<file path="src/rtl/multicycle_control.sv">
`default_nettype none
// ============================================================================
//  Module   : multicycle_control
//  Purpose  : Main control FSM for the multi-cycle MIPS datapath. Sequences
//             each instruction through fetch, decode, execute, memory and
//             write-back states and drives every datapath enable and mux
//             select. ALUOp feeds the ALU control decoder (00 add,
//             01 subtract, 10 decode by funct). The memory states stall on
//             mem_ready so variable-latency memory needs no datapath change.
//  Ports    : clk          rising-edge clock
//             rst_n        synchronous active-low reset
//             opcode[5:0]  instruction[31:26], stable from DECODE to FETCH
//             mem_ready    memory access completes this cycle
//             PCWrite, PCWriteCond, IorD, MemRead, MemWrite, IRWrite,
//             MemtoReg, ALUSrcA, RegWrite, RegDst   datapath controls
//             PCSource[1:0] PC mux (00 ALU, 01 ALUOut, 10 jump target)
//             ALUSrcB[1:0]  ALU B mux (00 B, 01 4, 10 imm, 11 imm<<2)
//             ALUOp[1:0]    to the ALU control decoder
//             illegal_op    one-cycle flag in DECODE for unsupported opcode
//             state[3:0]    current state, for debug
//  Config   : MULTICYCLE_CONTROL_ADDI_EN - when defined, opcode 001000 (addi)
//             executes through ADDIEX/ADDIWB; otherwise it is illegal and the
//             ADDIEX/ADDIWB encodings are unused.
//  Revision : 1.0  initial release
// ============================================================================
module multicycle_control (
    input  logic       clk,
    input  logic       rst_n,
    input  logic [5:0] opcode,
    input  logic       mem_ready,
    output logic       PCWrite,
    output logic       PCWriteCond,
    output logic       IorD,
    output logic       MemRead,
    output logic       MemWrite,
    output logic       IRWrite,
    output logic       MemtoReg,
    output logic       ALUSrcA,
    output logic       RegWrite,
    output logic       RegDst,
    output logic [1:0] PCSource,
    output logic [1:0] ALUSrcB,
    output logic [1:0] ALUOp,
    output logic       illegal_op,
    output logic [3:0] state
);

    // State encoding
    localparam logic [3:0] c_st_rst    = 4'hF;
    localparam logic [3:0] c_st_fetch  = 4'h0;
    localparam logic [3:0] c_st_decode = 4'h1;
    localparam logic [3:0] c_st_memadr = 4'h2;
    localparam logic [3:0] c_st_memrd  = 4'h3;
    localparam logic [3:0] c_st_memwb  = 4'h4;
    localparam logic [3:0] c_st_memwr  = 4'h5;
    localparam logic [3:0] c_st_exec   = 4'h6;
    localparam logic [3:0] c_st_aluwb  = 4'h7;
    localparam logic [3:0] c_st_branch = 4'h8;
    localparam logic [3:0] c_st_jump   = 4'h9;
`ifdef MULTICYCLE_CONTROL_ADDI_EN
    localparam logic [3:0] c_st_addiex = 4'hA;
    localparam logic [3:0] c_st_addiwb = 4'hB;
`endif

    // Opcodes
    localparam logic [5:0] c_op_lw    = 6'b100011;
    localparam logic [5:0] c_op_sw    = 6'b101011;
    localparam logic [5:0] c_op_rtype = 6'b000000;
    localparam logic [5:0] c_op_beq   = 6'b000100;
    localparam logic [5:0] c_op_j     = 6'b000010;
`ifdef MULTICYCLE_CONTROL_ADDI_EN
    localparam logic [5:0] c_op_addi  = 6'b001000;
`endif

    logic [3:0] r_state;
    logic [3:0] w_next_state;

    always_ff @(posedge clk) begin
        if (!rst_n) begin
            r_state <= c_st_rst;
        end else begin
            r_state <= w_next_state;
        end
    end

    assign state = r_state;

    always_comb begin
        w_next_state = c_st_rst;
        PCWrite      = 1'b0;
        PCWriteCond  = 1'b0;
        IorD         = 1'b0;
        MemRead      = 1'b0;
        MemWrite     = 1'b0;
        IRWrite      = 1'b0;
        MemtoReg     = 1'b0;
        ALUSrcA      = 1'b0;
        RegWrite     = 1'b0;
        RegDst       = 1'b0;
        PCSource     = 2'b00;
        ALUSrcB      = 2'b00;
        ALUOp        = 2'b00;
        illegal_op   = 1'b0;

        case (r_state)
            c_st_rst: begin
                w_next_state = c_st_fetch;
            end
            c_st_fetch: begin
                // A stalled fetch must commit neither the IR nor PC+4.
                MemRead      = 1'b1;
                ALUSrcB      = 2'b01;
                IRWrite      = mem_ready;
                PCWrite      = mem_ready;
                w_next_state = mem_ready ? c_st_decode : c_st_fetch;
            end
            c_st_decode: begin
                // Branch target is computed speculatively here with ALUOp=00.
                ALUSrcB = 2'b11;
                case (opcode)
                    c_op_lw, c_op_sw: w_next_state = c_st_memadr;
                    c_op_rtype:       w_next_state = c_st_exec;
                    c_op_beq:         w_next_state = c_st_branch;
                    c_op_j:           w_next_state = c_st_jump;
`ifdef MULTICYCLE_CONTROL_ADDI_EN
                    c_op_addi:        w_next_state = c_st_addiex;
`endif
                    default: begin
                        w_next_state = c_st_fetch;
                        illegal_op   = 1'b1;
                    end
                endcase
            end
            c_st_memadr: begin
                ALUSrcA      = 1'b1;
                ALUSrcB      = 2'b10;
                // Only lw and sw reach this state; opcode is held stable.
                w_next_state = (opcode == c_op_sw) ? c_st_memwr : c_st_memrd;
            end
            c_st_memrd: begin
                MemRead      = 1'b1;
                IorD         = 1'b1;
                w_next_state = mem_ready ? c_st_memwb : c_st_memrd;
            end
            c_st_memwb: begin
                MemtoReg     = 1'b1;
                RegWrite     = 1'b1;
                w_next_state = c_st_fetch;
            end
            c_st_memwr: begin
                MemWrite     = 1'b1;
                IorD         = 1'b1;
                w_next_state = mem_ready ? c_st_fetch : c_st_memwr;
            end
            c_st_exec: begin
                ALUSrcA      = 1'b1;
                ALUOp        = 2'b10;
                w_next_state = c_st_aluwb;
            end
            c_st_aluwb: begin
                RegDst       = 1'b1;
                RegWrite     = 1'b1;
                w_next_state = c_st_fetch;
            end
            c_st_branch: begin
                ALUSrcA      = 1'b1;
                ALUOp        = 2'b01;
                PCWriteCond  = 1'b1;
                PCSource     = 2'b01;
                w_next_state = c_st_fetch;
            end
            c_st_jump: begin
                PCWrite      = 1'b1;
                PCSource     = 2'b10;
                w_next_state = c_st_fetch;
            end
`ifdef MULTICYCLE_CONTROL_ADDI_EN
            c_st_addiex: begin
                ALUSrcA      = 1'b1;
                ALUSrcB      = 2'b10;
                w_next_state = c_st_addiwb;
            end
            c_st_addiwb: begin
                RegWrite     = 1'b1;
                w_next_state = c_st_fetch;
            end
`endif
            default: begin
                // Unused encodings recover through RST with all outputs low.
                w_next_state = c_st_rst;
            end
        endcase
    end

endmodule
`default_nettype wire

</file>
<file path="config.mk">
export PLATFORM = sky130hd
export DESIGN_NAME = multicycle_control
export DESIGN_NICKNAME = d
export VERILOG_FILES = /design/src/rtl/multicycle_control.sv
export SDC_FILE = /design/constraint.sdc
export NUM_CORES = 1
export LEC_CHECK = 0
export ABC_AREA = 1
export ABC_CLOCK_PERIOD_IN_PS = 1100
export CAP_MARGIN = 20
export CORE_AREA = 2 2 42 44
export CTS_CLUSTER_DIAMETER = 100
export DETAILED_ROUTE_END_ITERATION = 16
export DIE_AREA = 0 0 44 46
export PLACE_DENSITY = 0.72
export SLEW_MARGIN = 0
export SYNTH_ARGS = -nofsm -noshare
export SYNTH_HDL_FRONTEND = slang
export SYNTH_SLANG_ARGS = --single-unit
</file>
<file path="constraint.sdc">
create_clock -name clk -period 1.1 [get_ports clk]
set_input_delay 0.22 -clock clk [delete_from_list [all_inputs] [get_ports clk]]
set_output_delay 0.22 -clock clk [all_outputs]
set_load 0.03 [all_outputs]
</file>
==> results of run 1 <==
## critical path: stages (launching register included)
cell	delay (ns)
sky130_fd_sc_hd__dfxtp_4	0.38
sky130_fd_sc_hd__inv_4	0.06
sky130_fd_sc_hd__nor2_4	0.20
sky130_fd_sc_hd__inv_6	0.09
sky130_fd_sc_hd__o21ai_4	0.15
sky130_fd_sc_hd__buf_6	0.14
## worst max-delay path by stage
stage / from / to / slack [ns] / cells after the start
floorplan: state[2] / ALUSrcB[1] / -0.10 / 3
global placement: opcode[3] / illegal_op / -0.44 / 6
detailed placement: opcode[3] / illegal_op / -0.48 / 6
CTS: state[0] / illegal_op / -0.37 / 5
global route: state[2] / IorD / -0.45 / 5
finish: state[2] / IorD / -0.39 / 5
## power groups by stage
stage / Sequential, mW / Combinational (mW) / Clock [mW]
floorplan: 0.555 / 0.994 / 0
global placement: 0.402 / 1.80 / 0
detailed placement: 0.410 / 1.82 / 0
CTS: 0.414 / 2.13 / 0.185
global route: 0.427 / 2.61 / 0.211
finish: 0.422 / 2.49 / 0.183
## repair_timing
| action | 4_1_cts | 5_1_grt |
|---|---|---|
| gates resized for setup | 46 | 37 |
| pin swaps | 13 | 24 |
| buffers inserted | 12 | 10 |
| hold endpoints to repair | 0 | 0 |
| setup endpoints to repair | 24 | 25 |
## area by class of cell
cell class / count / share of cell area (%)
multi-input combinational: 63 / 39.8
tap: 17 / 1.55
inverter: 21 / 7.21
timing repair buffer: 63 / 42.9
sequential: 4 / 6.93
clock buffer: 3 / 1.64
## cells by family (layout without fill, tap and decap cells)
family / count (synthesis) / after routing / share of synthesized area, %
simple gates: 57 / 57 / 59.5
compound gates: 6 / 6 / 6.19
buf+inv: 22 / 87 / 17.8
flops: 4 / 4 / 16.5
## cells in the final DEF, fill, tap and decap left out
cell type	count
sky130_fd_sc_hd__nand4_1	2
sky130_fd_sc_hd__clkinv_1	2
sky130_fd_sc_hd__nand2_1	9
sky130_fd_sc_hd__o21ai_2	2
sky130_fd_sc_hd__a21oi_4	2
sky130_fd_sc_hd__dfxtp_4	4
sky130_fd_sc_hd__o21ai_4	2
sky130_fd_sc_hd__inv_1	6
sky130_fd_sc_hd__clkdlybuf4s50_1	2
sky130_fd_sc_hd__nand3_2	6
sky130_fd_sc_hd__inv_4	4
sky130_fd_sc_hd__buf_2	1
sky130_fd_sc_hd__clkbuf_2	5
sky130_fd_sc_hd__nor2_2	6
sky130_fd_sc_hd__nor2_1	5
sky130_fd_sc_hd__nand2_4	4
sky130_fd_sc_hd__clkbuf_4	3
sky130_fd_sc_hd__nand3_4	3
sky130_fd_sc_hd__nand3_1	4
sky130_fd_sc_hd__buf_4	24
sky130_fd_sc_hd__buf_12	1
sky130_fd_sc_hd__inv_2	7
sky130_fd_sc_hd__nor2_4	12
sky130_fd_sc_hd__nand2_2	5
sky130_fd_sc_hd__inv_6	1
sky130_fd_sc_hd__clkinv_4	1
sky130_fd_sc_hd__buf_6	30
sky130_fd_sc_hd__nor3_4	1
## per-layer routing
| layer | GRT usage [%] | vias to the layer above |
|---|---|---|
| met4 | 1.82 | 0 |
| met3 | 4.76 | 4 |
| met2 | 43.5 | 35 |
| met5 | 0 | - |
| met1 | 19.8 | 390 |
| li1 | - | 406 |
==> parameters.txt, run 1 <==
Parameter                              Value

Route
  Via density ... around 4.9
  Met3 WL post-DR ... 112 µm
  DRC errors left ... 0
  Initial DRC count ... 13
  DRT Pass-1 Iters ... 4
  Top layer in use ... met4
  Routed WL ... 2300 µm
  DR WL met2 ... ~1300 µm
  Count of nets left with antenna violations after detail routing ... 0
  Total via count after detailed routing ... 835
  Wire per inst ... 13.4 µm
  Wl on met1 ... 802 µm

Synth
  Top cells by instance count after synthesis ... sky130_fd_sc_hd__nor2_1, sky130_fd_sc_hd__inv_1, sky130_fd_sc_hd__nand2_1
  Most instantiated library cell after synthesis ... sky130_fd_sc_hd__nor2_1
  Number of synthesis warnings ... 0
  Area contributors post-synth ... sky130_fd_sc_hd__dfxtp_1, sky130_fd_sc_hd__nor2_1, sky130_fd_sc_hd__inv_1
  Mean cell area of the mapped netlist ... 5.45 µm²
  Number of standard cells after synthesis ... 89
  Yosys cell types ... 17
  Summed instance area of the synthesized netlist ... 485 µm²
  Post-synth top area cell ... sky130_fd_sc_hd__dfxtp_1
  Count of flip-flops with a built-in enable after synthesis ... 0
  Total nets after synthesis ... 98
  Sequential area share after synthesis ... 16.5%
  Async set-or-reset flop fraction in the synthesized netlist ... 0%
  Register bit total from synthesis ... 4
  Primary FF master, synth ... sky130_fd_sc_hd__dfxtp_1
  Area share of the largest cell type after synthesis ... 16.5%

Timing
  Number of failing hold endpoints at the final stage ... 0
  Setup WS post-layout ... -0.390 ns
  Hold Slack ... 0.365 ns
  Unrepaired setup endpoints after global routing ... true
  Worst-case headroom to the max-slew limit ... 84.2%
  Final Max Tran Viols ... 0
  Setup violations, final ... 22
  Final critical-path share of the clock period ... 135%
  Worst Max-Slew Pin Slew ... 0.236 ns
  Final TNS setup ... -5.75 ns
  Final min period ... 1.49 ns
  Largest clock skew in the final design ... 0.00725 ns
  Top achievable clock speed ... about 670 MHz

Clock network
  TritonCTS Sinks ... 4
  Clk_lat worst skew ... ~0.24 ns
  Clock slew at the register clock pins of the worst setup and hold paths ... 0.04 ns
  Maximum clock insertion buffer count ... 2
  Root Buffer Master ... sky130_fd_sc_hd__clkbuf_4
  Clock tree from TritonCTS ... built
  CTS Hold Buffers Added ... 0
  Cts bufs inserted ... 3
  Htree depth ... 1

Pwr
  Sequential share of power ... 13.6%
  Cell area power density ... ~2300 nW/µm²
  Int Power ... between 1 and 1.5 mW
  Max VDD drop ... 1.68 mV
  Tot Pwr ... approximately 3.1 mW
  Part of the power in combinational logic ... around four fifths
  Switch share ... 53.1%
  Clock power frac ... 5.9%
  Net Switching ... 1.64 mW
  Leakage component of the power ... 0.660 nW

Floorplan
  Initial core utilization ... 30.1%
  Die X-Extent ... 44 µm
  Top Ports ... 30
  Die outline height ... 46 µm
  Floorplan row count ... 15
  Placeable Area ... 1610 µm²
  Floorplan die area ... 2020 µm²

Setup path
  Kind of start point of the critical path ... flop
  Endpoint arrival time on the critical path ... 1.27 ns
  FF-to-FF setup slack ... -0.09 ns
  Endpoint type of the worst setup path ... primary output
  R2r worst-path depth ... 8
  Worst Setup Path Type ... flop to primary output
  Highest net fanout along the worst path ... 5
  Critical register-to-register path endpoint ... state[0]
  Data required time of the worst path ... roughly 0.9 ns
  Startpoint of the worst register-to-register path ... state[0]

Job
  MaxCap Viol Count ... 0

Worst hold path
  Start point of the worst hold path ... opcode[3]
  Worst hold-check path type ... input pin to flop
  Hold path depth ... 4
  Hold path endpoint ... state[1]

Cells and area
  Area of all sequential standard cells ... approximately 95 µm²
  Number of antenna repair diodes ... 0
  Fin util ... a little over four fifths
  Multi-input gate area ... between 500 and 600 µm²
  Area growth from synthesis to layout ... 182%
  Final-stage net count ... roughly 170
  Post-route cell area ... 1370 µm²
  Number of fill cells ... 100
  Max reg flops ... 4
  Proportion of layout cells with a drive suffix above 1 ... 80.5%
  Cell Count, Final, Fillers Out ... 171

Global routing
  Antenna violations before repair ... 0
  Vias in the first global route ... 748
  Pin count of the biggest net entering global routing ... 7
  GRT Total Usage ... 20.3%
  Global-route wire length before repair ... around 3000 µm
  Overflow left after global routing ... 0

Placement
  Global placer's final weighted congestion ... 0.750
  Cell total after placement ... 148
  Post-place setup slack ... -0.480 ns
  HPWL reported at the end of detailed placement ... 1320 µm
  Count of input and output buffers ... 29
  Instance area after placement ... slightly above 1000 µm²

Status
  Result of the run ... finished with violations
  Violated checks ... setup timing
Power figures use the tool's default switching activity.
==> inputs of run 2 (changes only) <==
--- a/config.mk
+++ b/config.mk
@@ -7,7 +7,6 @@
 export LEC_CHECK = 0
 export ABC_AREA = 1
 export ABC_CLOCK_PERIOD_IN_PS = 1100
-export CAP_MARGIN = 20
 export CORE_AREA = 2 2 42 44
 export CTS_CLUSTER_DIAMETER = 100
 export DETAILED_ROUTE_END_ITERATION = 16
==> results of run 2 <==
The final DEF is identical to that of run 1; final timing and power are the same.
